--- config.mk ---
export PLATFORM = sky130hd
export DESIGN_NAME = stream_pkt_framer_flat
export DESIGN_NICKNAME = d
export VERILOG_FILES = /design/src/rtl/stream_pkt_framer_if.sv /design/src/rtl/stream_pkt_framer.sv /design/src/flat_wrapper.sv
export SDC_FILE = /design/constraint.sdc
export NUM_CORES = 2
export LEC_CHECK = 0
export ABC_AREA = 1
export CAP_MARGIN = 20
export CORE_MARGIN = 5
export CORE_UTILIZATION = 63
export DETAILED_ROUTE_END_ITERATION = 8
export PLACE_DENSITY = 0.77
export SETUP_SLACK_MARGIN = 0.5
export SKIP_CTS_REPAIR_TIMING = 1
export SKIP_LAST_GASP = 1
export SYNTH_ARGS = -nofsm -noshare
export SYNTH_HDL_FRONTEND = slang
export SYNTH_SLANG_ARGS = --single-unit
--- constraint.sdc ---
create_clock -name aclk -period 3.9 [get_ports aclk]
set_clock_uncertainty 0.1 [all_clocks]
set_input_delay 0.585 -clock aclk [delete_from_list [all_inputs] [get_ports aclk]]
set_output_delay 0.585 -clock aclk [all_outputs]
set_load 0.02 [all_outputs]
--- src/rtl/stream_pkt_framer_if.sv ---
// Stream interface shared by the framer's input and output ports.
// A word moves on a rising edge where tvalid and tready are both high; tvalid/tdata/tlast hold until then.
interface stream_pkt_framer_if #(
    parameter int DW = 32
) ();
    logic          tvalid;
    logic          tready;
    logic [DW-1:0] tdata;
    logic          tlast;

    modport master (output tvalid, output tdata, output tlast, input tready);
    modport slave  (input tvalid, input tdata, input tlast, output tready);
endinterface

--- src/rtl/stream_pkt_framer.sv ---
// Store-and-forward framer: buffers one packet delimited by an in-band TLAST bit and
// re-emits it behind a {pkt_count, length} header, dropping oversize or stalled packets.
module stream_pkt_framer #(
    parameter int DW            = 32,
    parameter int TLAST_BIT     = DW - 1,
    parameter int MAX_WORDS     = 64,
    parameter int STALL_TIMEOUT = 1000
) (
    input  logic                      aclk,
    input  logic                      areset,
    stream_pkt_framer_if.slave        s00,
    stream_pkt_framer_if.master       m00,
    output logic [15:0]               pkt_count,
    output logic [15:0]               drop_count,
    output logic [1:0]                o_dbg_state
);
    localparam int AW = $clog2(MAX_WORDS);
    localparam int CW = $clog2(STALL_TIMEOUT + 1);

    typedef enum logic [1:0] {
        FILL    = 2'd0,
        DISCARD = 2'd1,
        HDR     = 2'd2,
        PAYLOAD = 2'd3
    } state_t;

    state_t          r_state;
    logic [DW-1:0]   r_ram [MAX_WORDS];
    logic [AW:0]     r_wcnt;
    logic [AW-1:0]   r_rptr;
    logic [15:0]     r_len;
    logic [CW-1:0]   r_idle;
    logic [15:0]     r_pkt_count;
    logic [15:0]     r_drop_count;
    logic            r_s_tready;
    logic            r_m_tvalid;
    logic            r_m_tlast;
    logic [DW-1:0]   r_m_tdata;

    logic            w_accept;
    logic            w_xfer;
    logic            w_tlast_in;
    logic [AW:0]     w_wcnt_inc;
    logic [AW-1:0]   w_rptr_nxt;
    logic [DW-1:0]   w_hdr;

    assign w_accept   = s00.tvalid & r_s_tready;
    assign w_xfer     = r_m_tvalid & m00.tready;
    assign w_tlast_in = s00.tdata[TLAST_BIT];
    assign w_wcnt_inc = r_wcnt + 1'b1;
    assign w_rptr_nxt = r_rptr + 1'b1;

    always_comb begin
        w_hdr        = '0;
        w_hdr[31:0]  = {r_pkt_count, 16'(w_wcnt_inc)};
    end

    // Payload store; only FILL writes, DISCARD words are thrown away.
    always_ff @(posedge aclk) begin
        if (w_accept && (r_state == FILL)) begin
            r_ram[r_wcnt[AW-1:0]] <= s00.tdata;
        end
    end

    always_ff @(posedge aclk) begin
        if (areset) begin
            r_state      <= FILL;
            r_wcnt       <= '0;
            r_rptr       <= '0;
            r_len        <= '0;
            r_idle       <= '0;
            r_pkt_count  <= '0;
            r_drop_count <= '0;
            r_s_tready   <= 1'b1;
            r_m_tvalid   <= 1'b0;
            r_m_tlast    <= 1'b0;
            r_m_tdata    <= '0;
        end else begin
            case (r_state)
                FILL: begin
                    if (w_accept) begin
                        r_idle <= '0;
                        if (w_tlast_in) begin
                            r_len      <= 16'(w_wcnt_inc);
                            r_m_tdata  <= w_hdr;
                            r_m_tvalid <= 1'b1;
                            r_m_tlast  <= 1'b0;
                            r_s_tready <= 1'b0;
                            r_state    <= HDR;
                        end else if (r_wcnt == (AW+1)'(MAX_WORDS - 1)) begin
                            r_state <= DISCARD;
                        end else begin
                            r_wcnt <= w_wcnt_inc;
                        end
                    end else if (r_wcnt != '0) begin
                        // Partial packet stalled too long: drop it so no truncated frame escapes.
                        if (r_idle == CW'(STALL_TIMEOUT - 1)) begin
                            r_idle <= '0;
                            r_wcnt <= '0;
                            if (r_drop_count != 16'hFFFF) r_drop_count <= r_drop_count + 16'd1;
                        end else begin
                            r_idle <= r_idle + 1'b1;
                        end
                    end
                end
                DISCARD: begin
                    if (w_accept && w_tlast_in) begin
                        r_wcnt  <= '0;
                        r_state <= FILL;
                        if (r_drop_count != 16'hFFFF) r_drop_count <= r_drop_count + 16'd1;
                    end
                end
                HDR: begin
                    if (w_xfer) begin
                        r_rptr    <= '0;
                        r_m_tdata <= r_ram[{AW{1'b0}}];
                        r_m_tlast <= (r_len == 16'd1);
                        r_state   <= PAYLOAD;
                    end
                end
                PAYLOAD: begin
                    if (w_xfer) begin
                        if (r_m_tlast) begin
                            r_pkt_count <= r_pkt_count + 16'd1;
                            r_wcnt      <= '0;
                            r_m_tvalid  <= 1'b0;
                            r_m_tlast   <= 1'b0;
                            r_m_tdata   <= '0;
                            r_s_tready  <= 1'b1;
                            r_state     <= FILL;
                        end else begin
                            r_rptr    <= w_rptr_nxt;
                            r_m_tdata <= r_ram[w_rptr_nxt];
                            r_m_tlast <= (16'(w_rptr_nxt) == (r_len - 16'd1));
                        end
                    end
                end
                default: r_state <= FILL;
            endcase
        end
    end

    assign s00.tready  = r_s_tready;
    assign m00.tvalid  = r_m_tvalid;
    assign m00.tdata   = r_m_tdata;
    assign m00.tlast   = r_m_tlast;
    assign pkt_count   = r_pkt_count;
    assign drop_count  = r_drop_count;
    assign o_dbg_state = r_state;
endmodule

--- src/flat_wrapper.sv ---
// flat-port wrapper written by rule: the top's interface ports become plain ports
module stream_pkt_framer_flat 
#(
    parameter int DW            = 32,
    parameter int TLAST_BIT     = DW - 1,
    parameter int MAX_WORDS     = 64,
    parameter int STALL_TIMEOUT = 1000
)
  (aclk, areset, pkt_count, drop_count, o_dbg_state, s00_tvalid, s00_tdata, s00_tlast, s00_tready, m00_tvalid, m00_tdata, m00_tlast, m00_tready);
  stream_pkt_framer_if #(.DW(DW)) s00_i ();
  stream_pkt_framer_if #(.DW(DW)) m00_i ();
  input  logic aclk;
  input  logic areset;
  output logic [15:0] pkt_count;
  output logic [15:0] drop_count;
  output logic [1:0] o_dbg_state;
  input wire logic [$bits(s00_i.tvalid)-1:0] s00_tvalid;
  input wire logic [$bits(s00_i.tdata)-1:0] s00_tdata;
  input wire logic [$bits(s00_i.tlast)-1:0] s00_tlast;
  output wire logic [$bits(s00_i.tready)-1:0] s00_tready;
  output wire logic [$bits(m00_i.tvalid)-1:0] m00_tvalid;
  output wire logic [$bits(m00_i.tdata)-1:0] m00_tdata;
  output wire logic [$bits(m00_i.tlast)-1:0] m00_tlast;
  input wire logic [$bits(m00_i.tready)-1:0] m00_tready;
  assign s00_i.tvalid = s00_tvalid;
  assign s00_i.tdata = s00_tdata;
  assign s00_i.tlast = s00_tlast;
  assign s00_tready = s00_i.tready;
  assign m00_tvalid = m00_i.tvalid;
  assign m00_tdata = m00_i.tdata;
  assign m00_tlast = m00_i.tlast;
  assign m00_i.tready = m00_tready;
  stream_pkt_framer #(.DW(DW), .TLAST_BIT(TLAST_BIT), .MAX_WORDS(MAX_WORDS), .STALL_TIMEOUT(STALL_TIMEOUT)) u_core (.aclk(aclk), .areset(areset), .s00(s00_i), .m00(m00_i), .pkt_count(pkt_count), .drop_count(drop_count), .o_dbg_state(o_dbg_state));
endmodule
==> impl_metrics.toml <==
[power]
power.switching_mw = 10.4
power_mw = 47.5
combPwrFrac = 0.050
power.density_mw_per_mm2 = 483
p_sw_frac = 0.220
intPower_mw = 37.1
power_frac_seq = 0.540
ir_drop_v = 0.000428
clockPowerShare = 0.410
p_leak_nw = 34.4

[logic_synthesis]
ys_async_sr_fraction = 0
syn_area_per_cell_um2 = 11.5
synthFlopType = "edfxtp_1"
synth_edf_count = 2048
synth.largest_area_cell = "edfxtp_1"
syn_nets = 7589
synth.distinct_cells = 41
synth_top_area_share = 0.707
synth-seq-cells = 2147
syn_inst = 7544
yosysWarnings = 0
yosys-top-cells-count = "nand2_1, edfxtp_1, nand3_1"
synthesis.area_mm2 = 0.0870
synth.most_common_cell = "nand2_1"
synthTopCellsByArea = "edfxtp_1, nand2_1, nand3_1"
synth_seq_area_share = 0.730

[placement]
placedInstanceArea_mm2 = 0.0915
dp_slack_ns = 0.350
port_buffers = 104
gp_congestion = 0.891
place_inst = 9199
dpl.hpwl_um = 131000

[sta]
fmaxAchievable_mhz = 294
drv_slew = 0
post-route-period-util = 0.873
hold_viol_final = 0
whs_ns = 0.0765
finalCriticalPeriod_ns = 3.40
worst_pin_slew_ns = 1.15
worst_slack_ns = 0.496
relSlewSlack = 0.236
rsz0062_at_grt = "true"
setup_tns_ns = 0
setup_viol = 0

[setup_path]
crit_chain = "ha_4 -> inv_8 -> buf_4 -> nand3_1 -> nand3_1 -> nand2_1 -> nand2_1 -> nand3_1 -> nand2_1 -> nand2_1 -> nand3_1 -> nand2_1 -> nand2_1 -> a21oi_1"
cpPeakStageDelay_ns = 0.52
cpMostUsedCell = "nand2_1"
slowest_stage = "dfxtp_4"
cp_max_fo = 28
arrival_ns = 4.00
end_kind = "register"
cp-start-kind = "register"
worstPathRequired_ns = 4.49
r2r_cells = 14
reg2reg_to = "u_core.m00.tdata[10]"
r2r_start = "u_core.r_rptr[0]"
crit_type = "register to register"
reg2reg_setup_slack_ns = 0.50

[cells_and_area]
fin_area_mm2 = 0.0985
fin_cells = 9598
finish.utilization = 0.717
area_growth_pct = 13.2
layout-drive-gt1-share = 0.0868
nets = 7666
fillers = 8719

[clock_tree]
cts_htree_levels = 4
cts_num_sinks = 2147
clk_pin_slew_ns = 0.06
cts_buffer_depth = 3
cts_tree = "built"
insertion_delay_ns = 0.85
cts_inserted_buffers = 203
cts-root-buf = "clkbuf_16"

[route]
drt-pass1-iter-count = 8
totalWireLength_um = 240000
dr_total_vias = 60900
ant_nets = 0
drt_iter0_markers = 9280
vias_per_cell = 6.34
drc = 0
wl_per_cell_um = 25.0

[min_path]
min_path_type = "input pin to register"
min_to = "u_core.r_ram[60][7]"
min_from = "s00_tdata[7]"
whs_path_depth = 1

[global_routing]
grt_pass1_vias = 57900
antenna_found_initial = 11
grt_usage = 0.324
grt_pass1_wl_um = 354000
gr-total-overflow = 0
grt_start_max_net_pins = 218

[die]
die_w_um = 382
core_area_mm2 = 0.137
dieArea_mm2 = 0.146
die_h_um = 382
ioPinCount = 106
fp-row-count = 136
initial_utilization = 0.634

[status]
run_status = "finished clean"

[flow_run]
cap_violations = 0
-- worst max path at each step --
stage	end	startpoint	slack [ns]	depth (start not counted)
2_1_floorplan	u_core.r_ram[0][0]	u_core.o_dbg_state[0]	0.61	6
3_3_place_gp	u_core.m00.tdata[16]	u_core.r_rptr[0]	0.38	14
3_5_place_dp	u_core.m00.tdata[16]	u_core.r_rptr[0]	0.35	14
4_1_cts	u_core.m00.tdata[16]	u_core.r_rptr[0]	0.28	14
5_1_grt	u_core.m00.tdata[16]	u_core.r_rptr[0]	0.46	14
6_report	u_core.m00.tdata[10]	u_core.r_rptr[0]	0.50	14
-- logic make-up after synthesis --
family | after synthesis | synth area share
AND/OR/NAND/NOR | 4649 | 0.230
buffers and inverters | 555 | 0.0278
XOR/XNOR | 10 | 0.00109
AO/OA/AOI/OAI | 175 | 0.0108
adder cells (fa/ha/maj) | 8 | 0.00115
flip-flops | 2147 | 0.730
-- power by group through the flow --
stage / clock [mW] / sequential, mW / combinational [mW]
final: 19.5 / 25.7 / 2.37
after detailed placement: 0 / 26.1 / 2.29
after floorplan: 0 / 26.2 / 1.07
after global placement: 0 / 26.1 / 2.24
after CTS: 19.6 / 25.6 / 2.30
after global routing: 20.6 / 25.7 / 2.53
-- worst max-delay path, delay by kind of cell (launching register included) --
kind / cells / cell delay [ns]
simple gates: 10 / 1.48
fa+ha+maj: 1 / 0.37
flops: 1 / 0.52
buf+inv: 2 / 0.62
compound gates: 1 / 0.08
-- layer usage --
metal / GRT usage / routed length (um) / vias to the layer above / share of wire
li1: - / - / 26800 / -
met1: 0.435 / 85500 / 29200 / 0.36
met2: 0.514 / 113000 / 4153 / 0.47
met3: 0.0667 / 28900 / 707 / 0.12
met4: 0.156 / 12100 / 8 / 0.051
met5: 0 / 57 / - / 0.00024
-- registers in the layout, summed over array words and instances (netlist names) --
signal              cells
u_core.drop_count      16
u_core.m00.tdata       32
u_core.m00.tlast        1
u_core.m00.tvalid       1
u_core.o_dbg_state      2
u_core.pkt_count       16
u_core.r_idle          10
u_core.r_len            7
u_core.r_ram         2048
u_core.r_rptr           6
u_core.r_wcnt           7
u_core.s00.tready       1
-- placed cells by master, fill, tap and decap left out, types with 4 or more instances in the layout --
cell type and count:
buf_2 33, nand2_1 2554, clkinv_1 43, nand2_2 4, clkdlybuf4s50_1 71, nor2_1 68, edfxtp_1 2048, bufinv_16 15
nor4_1 5, nand4_1 25, buf_6 6, ha_1 7, a22oi_1 5, clkinv_16 4, xor2_1 7, clkbuf_1 46
clkinv_8 5, a21oi_1 112, nand3_2 9, a211oi_1 6, nor3b_1 6, clkinvlp_4 5, buf_12 99, nand3_1 1875
clkbuf_8 16, dfxtp_1 98, clkinv_2 39, inv_1 69, nor3_1 23, inv_2 5, nor2_4 67, o21ai_0 37
clkbuf_16 204, buf_4 135, o21a_1 4
-- layout make-up --
| cell class | count | area, um2 | area share |
|---|---|---|---|
| diodes | 3 | 7.51 | 0.0000762 |
| clock buffers | 268 | 5510 | 0.0559 |
| clock inverters | 117 | 1140 | 0.0116 |
| inverters | 79 | 317 | 0.00321 |
| multi-input cells | 4842 | 21700 | 0.221 |
| flip-flops and latches | 2147 | 63500 | 0.645 |
| well taps | 1794 | 2240 | 0.0228 |
| repair buffers | 348 | 4040 | 0.0410 |
Power figures use the tool's default switching activity.
